<file path="src/rtl/direct_interc_pipe_pkg.sv">
// Shared mode encodings for the pipelined direct interconnect.
package direct_interc_pipe_pkg;

  localparam int unsigned MODE_W = 2;

  typedef enum logic [MODE_W-1:0] {
    MODE_PASS = 2'b00,
    MODE_REG  = 2'b01,
    MODE_ZERO = 2'b10,
    MODE_HOLD = 2'b11
  } mode_e;

endpackage

</file>
<file path="src/rtl/direct_interc_pipe_ch.sv">
// One interconnect channel: DEPTH-stage pipeline plus mode-selected output mux.
module direct_interc_pipe_ch
  import direct_interc_pipe_pkg::*;
#(
  parameter int unsigned WIDTH = 1,
  parameter int unsigned DEPTH = 2
) (
  input  logic             clk,
  input  logic             reset_n,
  input  mode_e            mode_i,
  input  logic             cfg_en_i,
  input  logic [WIDTH-1:0] in_i,
  output logic [WIDTH-1:0] out_o
);

  logic [WIDTH-1:0] stage_q [DEPTH];
  logic [WIDTH-1:0] stage_d [DEPTH];

  // Stage update: clear on config/ZERO, freeze on HOLD, otherwise shift (PASS keeps it warm).
  always_comb begin
    for (int k = 0; k < DEPTH; k++) begin
      stage_d[k] = stage_q[k];
    end
    if (cfg_en_i || (mode_i == MODE_ZERO)) begin
      for (int k = 0; k < DEPTH; k++) begin
        stage_d[k] = '0;
      end
    end else if (mode_i != MODE_HOLD) begin
      stage_d[0] = in_i;
      for (int k = 1; k < DEPTH; k++) begin
        stage_d[k] = stage_q[k-1];
      end
    end
  end

  // Pipeline registers.
  always_ff @(posedge clk or negedge reset_n) begin
    if (!reset_n) begin
      for (int k = 0; k < DEPTH; k++) begin
        stage_q[k] <= '0;
      end
    end else begin
      for (int k = 0; k < DEPTH; k++) begin
        stage_q[k] <= stage_d[k];
      end
    end
  end

  // Output mux; configuration isolates the output.
  always_comb begin
    out_o = '0;
    if (!cfg_en_i) begin
      case (mode_i)
        MODE_PASS: out_o = in_i;
        MODE_REG:  out_o = stage_q[DEPTH-1];
        MODE_HOLD: out_o = stage_q[DEPTH-1];
        MODE_ZERO: out_o = '0;
        default:   out_o = '0;
      endcase
    end
  end

endmodule

</file>
<file path="src/rtl/direct_interc_pipe.sv">
// Multi-channel direct interconnect with per-channel mode loaded by a serial config chain.
module direct_interc_pipe
  import direct_interc_pipe_pkg::*;
#(
  parameter int unsigned WIDTH  = 1,
  parameter int unsigned NUM_CH = 4,
  parameter int unsigned DEPTH  = 2
) (
  input  logic                    clk,
  input  logic                    reset_n,
  input  logic                    cfg_en,
  input  logic                    ccff_head,
  output logic                    ccff_tail,
  input  logic [NUM_CH*WIDTH-1:0] in,
  output logic [NUM_CH*WIDTH-1:0] out
);

  localparam int unsigned CFG_W = MODE_W * NUM_CH;

  logic [CFG_W-1:0] mode_q;
  logic [CFG_W-1:0] mode_d;

  // Shift the chain toward the MSB while configuring.
  always_comb begin
    mode_d = mode_q;
    if (cfg_en) begin
      mode_d = {mode_q[CFG_W-2:0], ccff_head};
    end
  end

  // Mode register; reset returns every channel to PASS.
  always_ff @(posedge clk or negedge reset_n) begin
    if (!reset_n) begin
      mode_q <= '0;
    end else begin
      mode_q <= mode_d;
    end
  end

  // Tail is the mode register MSB, so each instance adds exactly CFG_W flops to the chain.
  assign ccff_tail = mode_q[CFG_W-1];

  for (genvar c = 0; c < NUM_CH; c++) begin : g_ch
    direct_interc_pipe_ch #(
      .WIDTH (WIDTH),
      .DEPTH (DEPTH)
    ) u_ch (
      .clk      (clk),
      .reset_n  (reset_n),
      .mode_i   (mode_e'(mode_q[c*MODE_W +: MODE_W])),
      .cfg_en_i (cfg_en),
      .in_i     (in[c*WIDTH +: WIDTH]),
      .out_o    (out[c*WIDTH +: WIDTH])
    );
  end

endmodule
</file>
<file path="config.mk">
export PLATFORM = sky130hd
export DESIGN_NAME = direct_interc_pipe
export DESIGN_NICKNAME = d
export VERILOG_FILES = /design/src/rtl/direct_interc_pipe_pkg.sv /design/src/rtl/direct_interc_pipe_ch.sv /design/src/rtl/direct_interc_pipe.sv
export SDC_FILE = /design/constraint.sdc
export NUM_CORES = 1
export LEC_CHECK = 0
export ABC_AREA = 1
export BUFFER_PORTS_ARGS = -buffer_cell sky130_fd_sc_hd__buf_2
export CAP_MARGIN = 20
export CORE_MARGIN = 5
export CORE_UTILIZATION = 55
export DETAILED_ROUTE_END_ITERATION = 10
export PLACE_DENSITY = 0.85
export SETUP_SLACK_MARGIN = 0.5
export SYNTH_ARGS = -nofsm -noshare
export SYNTH_HDL_FRONTEND = slang
export SYNTH_SLANG_ARGS = --single-unit
</file>
<file path="constraint.sdc">
create_clock -name clk -period 1.82 [get_ports clk]
set_input_delay 0.364 -clock clk [delete_from_list [all_inputs] [get_ports clk]]
set_output_delay 0.364 -clock clk [all_outputs]
set_load 0.03 [all_outputs]
</file>
==> metrics <==
multiplexer share of the synthesized area=0%; H-Tree Depth=1; WHS Endpoint=mode_q[0]; CTS tree=done; FF-to-FF path depth=4; Total Routing Usage GR=15.1%; hold_sp=ccff_head; vias per cell=5.36; RD Place Congestion=0.784; largest family of logic cells by synthesized area=simple AND/OR/NAND/NOR gates; syn nets=90; hold depth=3; global-route wire length before repair=2.23 mm; CP arrival=1.14 ns; maximum vdd ir drop=0.000492 V; Worst Path Required=1.46 ns; xor and xnor area share after synthesis=0%; Final period util=82.4%; iteration-0 DRC count of the detailed router=19; Avg Cell Area, Syn=8.71 um^2; Die ar.=2120 um^2; M3 GR Usage=2.37%; GR peak layer=met2; status=complete, no violations; synthesized flop and latch total=16; worst slew pin tran=0.360 ns; Worst setup EP type=output pin; post-synth cell types=11; GRT Residual Overflow=0; vias in the first global route=567; DRC violation count after routing=0; grt met1 use=18.2%; Final #Nets=115; sequential area share after synthesis=56.0%; Fmax=666 MHz; CP max FO=2; Routed Antenna Nets=0; Worst Skew=0.00338 ns; commonest cells after routing, fill and taps aside=nand2_1 (24), dfrtp_1 (16), buf_4 (14), nand4_1 (8), buf_2 (6); Hold Crit Class=input port to flop; initial antenna violation count=0; post-synthesis simple-gate area fraction=28.4%; Initial Util=56.3%; Worst Setup Path Type=flop to output pin; Die Width=46.0 um; latest clock arrival within the worst-skew pair=0.29 ns; Fillers=91; Die Height=46.0 um; cell row count=13; max-slew violation count=0; post-placement cell count=104; Final min period=1.50 ns; Clock transition at path regs=0.09 ns; synthesized area=714 um^2; Pleak=0.507 nW; Compound-Gate Fraction of Synth Area=5.60%; Sink Count=16; Post-DP HPWL=908 um; # setup viols final=0; Post-Route Setup TNS=0 ns; Max-Cap Viols=0; vias=649; CTS root buf=clkbuf_4; largest net degree at the start of global routing=17; Std-Cell Core Area=1270 um^2; most common library cell in the layout ignoring fill and taps=nand2_1; pwr/cell area=874 nW/um^2; num ports=13; FF-to-FF Start=mode_q[3]; reg-to-reg endpoint=g_ch[1].u_ch.stage_q[0]; Syn Inst Count=82; CTS Buf Count=3; final hold vios=0; crit path launch type=flop; post-synthesis adder-cell area fraction=0%; Wirelength per Cell=12.9 um; GR Layer Usage met2=24.5%; share of cells above drive strength 1=39.6%; final WL=1.56 mm; Layout area overhead=35.2%; Finished Layout Cells=121; unrepaired setup endpoints after global routing=true; Synthesis Warnings=0; PortBufs=12; Slew Limit Headroom=76.0%; r2r setup slk=0.90 ns; drt first pass iters=4; Antenna Cells=0; clock buffer depth=2
## Yosys cell counts
library cell / n / area share, %
inv_2: 1 / 0.52
buf_4: 5 / 5.3
nand4_1: 8 / 7.0
a21oi_1: 4 / 2.8
o21ai_0: 4 / 2.8
dfrtp_1: 16 / 56
nand2_1: 26 / 14
nand3_1: 8 / 5.6
nor2_1: 4 / 2.1
buf_6: 1 / 1.6
inv_1: 5 / 2.6
## registers in the layout (all words and copies together), names as in the netlist
register / count
mode_q: 8
g_ch.u_ch.stage_q: 8
## layout make-up
type                            instances  area [um^2]  share of cell area [%]
Sequential cell                        16          400                    41.5
Multi-Input combinational cell         54          284                    29.4
Timing Repair Buffer                   26          201                    20.9
Clock buffer                            4         36.3                    3.76
Inverter                                6         25.0                    2.59
Tap cell                               15         18.8                    1.94
## cell families (layout without fill, tap and decap cells)
family / after synthesis / after routing
AO/OA/AOI/OAI: 8 / 8
buffers and inverters: 12 / 36
AND/OR/NAND/NOR: 46 / 46
flip-flops: 16 / 16
## repair_timing
action / 4_1_cts / 5_1_grt
pin swaps: 3 / 7
endpoints found under the hold margin: 16 / 0
setup endpoints to repair: 4 / 5
setup buffers: 8 / 4
hold buffers: 1 / 0
gates resized for setup: 16 / 11
## critical path: stages (launching register included)
cell,delay (ns)
dfrtp_1,0.43
nor2_4,0.11
nand3_2,0.09
nand2_2,0.09
buf_6,0.13
## power by group
part / switching, mW / internal (mW)
Clock: 0.109 / 0.122
Combinational: 0.103 / 0.0916
Sequential: 0.0305 / 0.389
Total: 0.242 / 0.602
## routing by layer
layer	wire length, um	share of wire [%]
met1	636	41
met2	804	52
met5	0	0
met3	80	5.1
met4	37	2.4
## per-stage QoR
stage / hold WS (ns) / power, mW / worst slack [ns] / util [%] / cell area (um^2)
after global routing: 0.307 / 0.881 / 0.262 / 76.1 / 966
after detailed placement: 0.293 / 0.538 / 0.279 / 59.5 / 754
after floorplan: 0.0684 / 0.504 / 0.505 / - / 717
final: 0.294 / 0.844 / 0.320 / 76.1 / 966
after CTS: 0.292 / 0.813 / 0.353 / 71.3 / 905
after global placement: 0.292 / 0.533 / 0.302 / 59.5 / 754
## worst max-delay path by stage
stage               from  endpoint  cells past startpoint
5_1_grt        mode_q[1]    out[0]                      4
4_1_cts        mode_q[1]    out[0]                      4
2_1_floorplan  mode_q[7]    out[3]                      4
3_5_place_dp      cfg_en    out[0]                      5
3_3_place_gp      cfg_en    out[0]                      5
6_report       mode_q[1]    out[0]                      4
Power figures use the tool's default switching activity.
